## config.mk

```make
export PLATFORM = sky130hd
export DESIGN_NAME = parking_display_driver
export DESIGN_NICKNAME = d
export VERILOG_FILES = /design/src/rtl/parking_display_driver.sv
export SDC_FILE = /design/constraint.sdc
export NUM_CORES = 1
export LEC_CHECK = 0
export ABC_AREA = 1
export BUFFER_PORTS_ARGS = -buffer_cell sky130_fd_sc_hd__buf_2
export CAP_MARGIN = 20
export CORE_MARGIN = 2
export CORE_UTILIZATION = 60
export DETAILED_ROUTE_END_ITERATION = 16
export PLACE_DENSITY = 0.89
export SKIP_LAST_GASP = 1
export SYNTH_ARGS = -nofsm -noshare
export SYNTH_HDL_FRONTEND = slang
export SYNTH_SLANG_ARGS = --single-unit
```

## constraint.sdc

```tcl
create_clock -name clk -period 2.3 [get_ports clk]
set_clock_uncertainty 0.2 [all_clocks]
set_input_delay 0.575 -clock clk [delete_from_list [all_inputs] [get_ports clk]]
set_output_delay 0.575 -clock clk [all_outputs]
set_load 0.01 [all_outputs]
```

## src/rtl/parking_display_driver.sv

```systemverilog
// Binary -> BCD (shift-add-3) seven-segment driver with leading-zero blanking,
// out-of-range dash display and a continuously running digit multiplexer.
module parking_display_driver #(
  parameter int BIN_W       = 8,
  parameter int DIGITS      = 3,
  parameter int MAX_VALUE   = 200,
  parameter int REFRESH_DIV = 4
) (
  input  logic              clk,
  input  logic              reset,
  input  logic [BIN_W-1:0]  value,
  input  logic              valid,
  output logic              ready,
  output logic              busy,
  output logic              done,
  output logic              err,
  output logic [DIGITS-1:0] an,
  output logic [6:0]        seg
);

  localparam int BCD_W = DIGITS * 4;
  localparam int CNT_W = $clog2(BIN_W + 1);
  localparam int DIV_W = (REFRESH_DIV > 1) ? $clog2(REFRESH_DIV) : 1;
  localparam int IDX_W = (DIGITS > 1) ? $clog2(DIGITS) : 1;
  // A limit at or above the input's full scale can never be exceeded.
  localparam bit               NEVER_ERR = (MAX_VALUE >= (2 ** BIN_W) - 1);
  localparam logic [BIN_W-1:0] MAX_V     = NEVER_ERR ? '1 : BIN_W'(MAX_VALUE);
  localparam logic [DIV_W-1:0] DIV_LAST  = DIV_W'(REFRESH_DIV - 1);
  localparam logic [IDX_W-1:0] IDX_LAST  = IDX_W'(DIGITS - 1);
  localparam logic [CNT_W-1:0] CNT_LAST  = CNT_W'(BIN_W - 1);

  typedef enum logic [1:0] {S_IDLE, S_CONV, S_UPD} state_t;

  state_t                   state_q, state_d;
  logic [BIN_W-1:0]         bin_q, bin_d;
  logic [BCD_W-1:0]         bcd_q, bcd_d, bcd_adj;
  logic [CNT_W-1:0]         cnt_q, cnt_d;
  logic                     over_q, over_d;
  logic                     err_q, err_d;
  logic                     done_q, done_d;
  logic [DIGITS-1:0][6:0]   disp_q, disp_d, disp_new;
  logic [DIV_W-1:0]         div_q, div_d;
  logic [IDX_W-1:0]         idx_q, idx_d;
  logic [DIGITS-1:0]        an_q, an_d;
  logic [6:0]               seg_q, seg_d;
  logic                     lead_zero;

  function automatic logic [6:0] seg_code(input logic [3:0] d);
    case (d)
      4'd0:    seg_code = 7'h7E;
      4'd1:    seg_code = 7'h30;
      4'd2:    seg_code = 7'h6D;
      4'd3:    seg_code = 7'h79;
      4'd4:    seg_code = 7'h33;
      4'd5:    seg_code = 7'h5B;
      4'd6:    seg_code = 7'h5F;
      4'd7:    seg_code = 7'h70;
      4'd8:    seg_code = 7'h7F;
      4'd9:    seg_code = 7'h7B;
      default: seg_code = 7'h01;
    endcase
  endfunction

  always_comb begin
    bcd_adj = bcd_q;
    for (int i = 0; i < DIGITS; i++)
      if (bcd_q[i*4 +: 4] >= 4'd5) bcd_adj[i*4 +: 4] = bcd_q[i*4 +: 4] + 4'd3;
  end

  // Walk from the top digit down; blank zeros until the first nonzero digit.
  always_comb begin
    disp_new  = '0;
    lead_zero = 1'b1;
    for (int i = DIGITS - 1; i >= 0; i--) begin
      if (over_q) begin
        disp_new[i] = 7'h01;
      end else if (lead_zero && (bcd_q[i*4 +: 4] == 4'd0) && (i != 0)) begin
        disp_new[i] = 7'h00;
      end else begin
        disp_new[i] = seg_code(bcd_q[i*4 +: 4]);
        lead_zero   = 1'b0;
      end
    end
  end

  always_comb begin
    state_d = state_q;
    bin_d   = bin_q;
    bcd_d   = bcd_q;
    cnt_d   = cnt_q;
    over_d  = over_q;
    disp_d  = disp_q;
    err_d   = err_q;
    done_d  = 1'b0;
    case (state_q)
      S_IDLE: if (valid) begin
        bin_d   = value;
        bcd_d   = '0;
        cnt_d   = '0;
        over_d  = !NEVER_ERR && (value > MAX_V);
        state_d = S_CONV;
      end
      S_CONV: begin
        bcd_d = {bcd_adj[BCD_W-2:0], bin_q[BIN_W-1]};
        bin_d = bin_q << 1;
        cnt_d = cnt_q + 1'b1;
        if (cnt_q == CNT_LAST) state_d = S_UPD;
      end
      S_UPD: begin
        disp_d  = disp_new;
        err_d   = over_q;
        done_d  = 1'b1;
        state_d = S_IDLE;
      end
      default: state_d = S_IDLE;
    endcase
  end

  // Scan: select from the next index so an/seg and the divider stay aligned.
  always_comb begin
    div_d = (div_q == DIV_LAST) ? '0 : div_q + 1'b1;
    idx_d = idx_q;
    if (div_q == DIV_LAST) idx_d = (idx_q == IDX_LAST) ? '0 : idx_q + 1'b1;
    an_d  = DIGITS'(1) << idx_d;
    seg_d = disp_q[idx_d];
  end

  always_ff @(posedge clk) begin
    if (reset) begin
      state_q <= S_IDLE;
      bin_q   <= '0;
      bcd_q   <= '0;
      cnt_q   <= '0;
      over_q  <= 1'b0;
      err_q   <= 1'b0;
      done_q  <= 1'b0;
      disp_q  <= '0;
      div_q   <= '0;
      idx_q   <= '0;
      an_q    <= DIGITS'(1);
      seg_q   <= 7'h00;
    end else begin
      state_q <= state_d;
      bin_q   <= bin_d;
      bcd_q   <= bcd_d;
      cnt_q   <= cnt_d;
      over_q  <= over_d;
      err_q   <= err_d;
      done_q  <= done_d;
      disp_q  <= disp_d;
      div_q   <= div_d;
      idx_q   <= idx_d;
      an_q    <= an_d;
      seg_q   <= seg_d;
    end
  end

  assign ready = (state_q == S_IDLE);
  assign busy  = (state_q != S_IDLE);
  assign done  = done_q;
  assign err   = err_q;
  assign an    = an_q;
  assign seg   = seg_q;

endmodule

```

==> results of run 1 <==
[synth_stat cells, types with 2 or more instances]
| master | instances | area (um2) |
|---|---|---|
| o21ai_0 | 32 | 160 |
| nand3b_1 | 3 | 22.5 |
| nand2_2 | 5 | 31.3 |
| o21ai_2 | 2 | 17.5 |
| nand3_2 | 3 | 30.0 |
| nand3_1 | 35 | 175 |
| nor3_1 | 5 | 25.0 |
| inv_2 | 6 | 22.5 |
| nand2_4 | 7 | 78.8 |
| a31oi_1 | 6 | 37.5 |
| o22ai_1 | 4 | 25.0 |
| o21ai_1 | 4 | 20.0 |
| a32o_1 | 2 | 20.0 |
| dfxtp_1 | 85 | 1700 |
| inv_1 | 52 | 195 |
| nor2_1 | 30 | 113 |
| a21oi_1 | 15 | 75.1 |
| o31ai_1 | 6 | 45.0 |
| clkbuf_1 | 5 | 18.8 |
| a21oi_4 | 2 | 32.5 |
| buf_2 | 7 | 35.0 |
| buf_6 | 2 | 22.5 |
| inv_4 | 3 | 18.8 |
| o21bai_1 | 2 | 15.0 |
| nor2_2 | 4 | 25.0 |
| nand2_1 | 131 | 492 |
| ha_1 | 27 | 338 |
| nand4_1 | 10 | 62.6 |
[worst max-delay path by stage]
stage / to / slack [ns]
after detailed placement: register / 0.03
after global placement: register / 0.09
after global routing: register / -0.07
after CTS: register / 0.02
final: register / 0.12
after floorplan: register / 0.16
[cell families (layout without fill, tap and decap cells)]
logic type / Yosys count / in the layout / share of synthesized area [%]
flip-flops: 85 / 85 / 43.1
AO/OA/AOI/OAI: 80 / 80 / 12.7
buffers and inverters: 75 / 114 / 7.92
XOR/XNOR: 1 / 1 / 0.222
AND/OR/NAND/NOR: 236 / 236 / 27.5
adder cells (fa/ha/maj): 27 / 27 / 8.56
[cell type report]
type / instances / area (um2) / share of cell area, %
well taps: 77 / 96.3 / 2.18
inverters: 61 / 236 / 5.34
clock buffers: 10 / 138 / 3.11
multi-input cells: 344 / 1960 / 44.3
flip-flops and latches: 85 / 1710 / 38.6
repair buffers: 37 / 218 / 4.92
clock inverters: 6 / 68.8 / 1.55
[worst reg2reg max path, cell delays in order (launching register included)]
cell and delay (ns):
dfxtp_2 0.36, inv_2 0.08, ha_2 0.18, inv_1 0.05
nand2_2 0.07, nand3_2 0.11, a21oi_1 0.14, o21ai_1 0.10
o21ai_2 0.13, inv_2 0.10, buf_4 0.14, ha_1 0.19
nand2_1 0.08, nand2_1 0.05, nand2_1 0.05, nand2_1 0.05
[cells in the final DEF, fill, tap and decap left out, types with 10 or more instances in the layout]
master,count
nand3_1,34
buf_4,13
buf_2,24
nand4_1,10
o21ai_0,31
inv_1,49
clkbuf_8,10
nand2_1,129
ha_1,26
nor2_1,30
a21oi_1,15
dfxtp_1,82
[power by group]
part	internal [uW]	switching, uW
Sequential	1510	21.1
Combinational	72.2	143
Clock	539	554
Total	2120	718
[timing repair]
| action | 4_1_cts | 5_1_grt |
|---|---|---|
| resized for setup | 0 | 15 |
| hold endpoints to repair | 0 | 0 |
| setup endpoints to repair | 0 | 17 |
| setup buffers | 0 | 5 |
[routing by layer]
layer | part of all wire, % | track usage [%] | vias to the layer above
met5 | 0 | 0 | -
met4 | 3.5 | 10.1 | 0
met3 | 5.8 | 6.03 | 33
met2 | 48 | 41.1 | 121
met1 | 43 | 29.0 | 1546
li1 | - | - | 1707
[per-stage QoR]
| step | TNS [ns] | util, % | power (uW) | cell area (um2) | setup WS (ns) |
|---|---|---|---|---|---|
| 2_1_floorplan | 0 | - | 1710 | 3950 | 0.160 |
| 3_3_place_gp | 0 | 65.3 | 1760 | 4150 | 0.0880 |
| 3_5_place_dp | 0 | 65.3 | 1770 | 4150 | 0.0346 |
| 4_1_cts | 0 | 68.6 | 2840 | 4350 | 0.0168 |
| 5_1_grt | -0.175 | 69.7 | 2940 | 4430 | -0.0728 |
| 6_report | 0 | 69.7 | 2840 | 4430 | 0.123 |
==> impl_metrics.ini, run 1 <==
[setup_path]
cp.required_ns = 2.36
critPathMaxStageDelay_ns = 0.36
cp_slowest_cell = dfxtp_2
cp_cell_sequence = inv_2 > ha_2 > inv_1 > nand2_2 > nand3_2 > a21oi_1 > o21ai_1 > o21ai_2 > inv_2 > buf_4 > ha_1 > nand2_1 > nand2_1 > nand2_1 > nand2_1
rrSetupSlack_ns = 0.12
path_depth = 15
r2r_cells = 15
endpoint_kind = register
setup.worst_path.start = bcd_q[0]
critPathTopFamily = simple AND/OR/NAND/NOR gates
critical_path_buf_inv_count = 4
arrival_ns = 2.23
r2r_start = bcd_q[0]
crit_type = reg2reg
cp_common_cell = nand2_1
path_max_fanout = 5
cp-start-kind = register

[drt]
dr.first_iter.drc_count = 216
wl_mm = 8.39
route.vias.total = 3407
first_pass_iters = 6
wl_per_cell_um = 13.5
ant_nets = 0
drc = 0
viasPerCell = 5.50

[yosys]
yosysSeqAreaShare_pct = 43.1
netlist_area_um2 = 3950
synth-seq-cells = 85
yosysWarnings = 0
synth_edf_count = 0
synth_cell_types = 37
synthFlopType = dfxtp_1
async_reset_ff_share_pct = 0
synth_nets = 542
avgSynthCellArea_um2 = 7.83
postSynthCellCount = 504

[placed_design]
routabilityCongestion = 0.850
dpl.cell_count = 599
port_buffers = 24
dp_hpwl_mm = 5.90

[clock_network]
clockBufferDepth = 2
insertion_delay_ns = 0.36
clkTransAtPathRegs_ns = 0.08
cts_buffers = 9
cts_hold_buf = 0
cts_tree = done
root_buffer = clkbuf_8
htreeDepth = 3
clock_sinks = 85

[timing]
post-route-min-period_ns = 2.18
setup_viol = 0
holdWs_ns = 0.226
tightest_slew_ns = 0.976
maxSlewViolCount = 0
slew_headroom_pct = 34.7
rsz0062_at_grt = yes
hold_viol_final = 0
fmax_mhz = 459
post-route-period-util_pct = 94.7

[floorplan]
initial_core_util_pct = 62.2
die_y_um = 85.1
pin_count = 25
placement_rows = 29
dieArea_um2 = 7240
core_um2 = 6350
die_w_um = 85.1

[layout]
fill_cells = 452
area_delta_synth_final_pct = 12.1
stdcell_count = 620
nets = 576
antenna_cells = 0
layout-drive-gt1-share_pct = 18.2

[min_path]
hp-start = div_q[0]
hp-class = reg2reg
holdPathStages = 1
min_to = div_q[0]

[global_route]
first_global_vias = 3169
grt_max_degree = 38
gr-total-overflow = 0
antenna_found_initial = 0
grtUsageTotal_pct = 24.1
grt_pass1_wl_mm = 14.0

[status]
status = finished, final reports clean

[power_and_ir_drop]
cellPowerDensity_nw_per_um2 = 641
ir_drop_mv = 0.511
total_leakage_power_uw = 0.00204

[flow_run]
timing.max_cap.violations = 0
Note: power is estimated with default switching activity, not from simulation.
==> run 2, diff against run 1 <==
PLACE_DENSITY = 0.86   (was 0.89)
==> run 2 against run 1 <==
Net effect:
- wire length rose by 3.0%
- combinational power about the same
- sequential cell count did not move
- clock power about the same
- highest routed layer unchanged
==> impl_metrics.ini, run 2 (same netlist as run 1, synthesis figures left out) <==
[placed_design]
port_buffers = 24
routabilityCongestion = 0.961
dp_hpwl_mm = 6.20
post-place-ws_ns = -0.0106

[floorplan]
pin_count = 25
dieArea_um2 = 7240
placement_rows = 29
initial_core_util_pct = 62.2
die_y_um = 85.1
die_w_um = 85.1
core_um2 = 6350

[min_path]
min_to = div_q[0]
hp-class = reg2reg
holdPathStages = 1
hp-start = div_q[0]

[flow_run]
timing.max_cap.violations = 0

[drt]
wl_mm = 8.64
route.vias.total = 3420
viasPerCell = 5.51
dr.first_iter.drc_count = 158
ant_nets = 0
wl_per_cell_um = 13.9
drc = 0
first_pass_iters = 5

[layout]
area_delta_synth_final_pct = 11.7
layout.core_utilization_pct = 69.5
layout_commonest_cell = nand2_1
nets = 577
final_cell_mix = nand2_1 (130), dfxtp_1 (83), inv_1 (50)
antenna_cells = 0
layout-drive-gt1-share_pct = 17.6
fill_cells = 485

[timing]
setup_viol = 0
layout_setup_ws_ns = 0.0679
fin_tns_setup_ns = 0
maxSlewViolCount = 0
tightest_slew_ns = 1.00
hold_viol_final = 0
holdWs_ns = 0.239
post-route-period-util_pct = 97.0
slew_headroom_pct = 32.9
rsz0062_at_grt = yes
post-route-min-period_ns = 2.23
fmax_mhz = 448

[clock_network]
cts_hold_buf = 0
htreeDepth = 3
root_buffer = clkbuf_8
cts_tree = done
clockBufferDepth = 2
clock_sinks = 85
clkTransAtPathRegs_ns = 0.09
insertion_delay_ns = 0.36
cts_buffers = 9

[status]
status = finished, final reports clean

[setup_path]
rrSetupSlack_ns = 0.07
arrival_ns = 2.30
cp.required_ns = 2.37
crit_type = reg2reg
endpoint_kind = register
path_max_fanout = 5
cp-start-kind = register
r2r_cells = 12
r2r_start = bcd_q[0]

[global_route]
grt_max_degree = 38
grtUsageTotal_pct = 24.7
first_global_vias = 3183
gr-total-overflow = 0
antenna_found_initial = 0
grt_pass1_wl_mm = 14.2

[power_and_ir_drop]
cellPowerDensity_nw_per_um2 = 646
ir_drop_mv = 0.700
total_leakage_power_uw = 0.00205
p_total_uw = 2850
[run 2: cell count changes in the layout (fill, tap and decap cells not counted), sizes merged]
cell | previous run | this run
clkinv | 2 | 1
inv | 63 | 65
buf | 37 | 38
clkbuf | 10 | 9
[run 2: cell type report]
| cell class | count | area, um2 | share of cell area (%) |
|---|---|---|---|
| inverter | 61 | 236 | 5.36 |
| sequential | 85 | 1700 | 38.6 |
| timing repair buffer | 38 | 225 | 5.11 |
| multi-input combinational | 344 | 1940 | 44.1 |
| tap | 77 | 96.3 | 2.18 |
| clock inverter | 7 | 80.1 | 1.82 |
| clock buffer | 9 | 124 | 2.81 |
[run 2: how the worst max path moves through the flow]
stage | startpoint | endpoint | cells past startpoint
after floorplan | reset | register | 11
after global placement | reset | register | 11
after detailed placement | reset | register | 11
after CTS | bcd_q[0] | register | 12
after global routing | bcd_q[0] | register | 12
final | bcd_q[0] | register | 12
[run 2: power breakdown]
group | switching [uW] | internal (uW)
registers | 23.0 | 1510
clock network | 585 | 519
logic | 142 | 73.3
total | 749 | 2100
[run 2: worst max-delay path: stages, from the launching register on]
cell      delay, ns
dfxtp_2        0.38
inv_1          0.08
ha_1           0.22
inv_1          0.05
nand2_1        0.09
nand3_2        0.12
nand2_1        0.08
o21ai_2        0.22
inv_1          0.13
ha_1           0.20
nand3b_1       0.18
nand3_1        0.11
nand2_1        0.05
[run 2: per-stage QoR]
| stage | cells | instance area [um2] |
|---|---|---|
| floorplan | 504 | 3950 |
| CTS | 618 | 4370 |
| finish | 621 | 4410 |
| global placement | 602 | 4170 |
| global route | 621 | 4410 |
| detailed placement | 602 | 4170 |
[run 2: timing repair]
action,in CTS,in global routing
endpoints found under the setup margin,0,17
hold endpoints to repair,0,0
buffers inserted,0,3
gates resized for setup,0,7
[run 2: layer usage]
layer	vias to the layer above	share of wire (%)	global-route usage, %
met5	-	0	0
met4	0	2.3	10.5
met3	22	4.9	4.67
met2	119	49	43.0
met1	1569	44	29.7
li1	1710	-	-
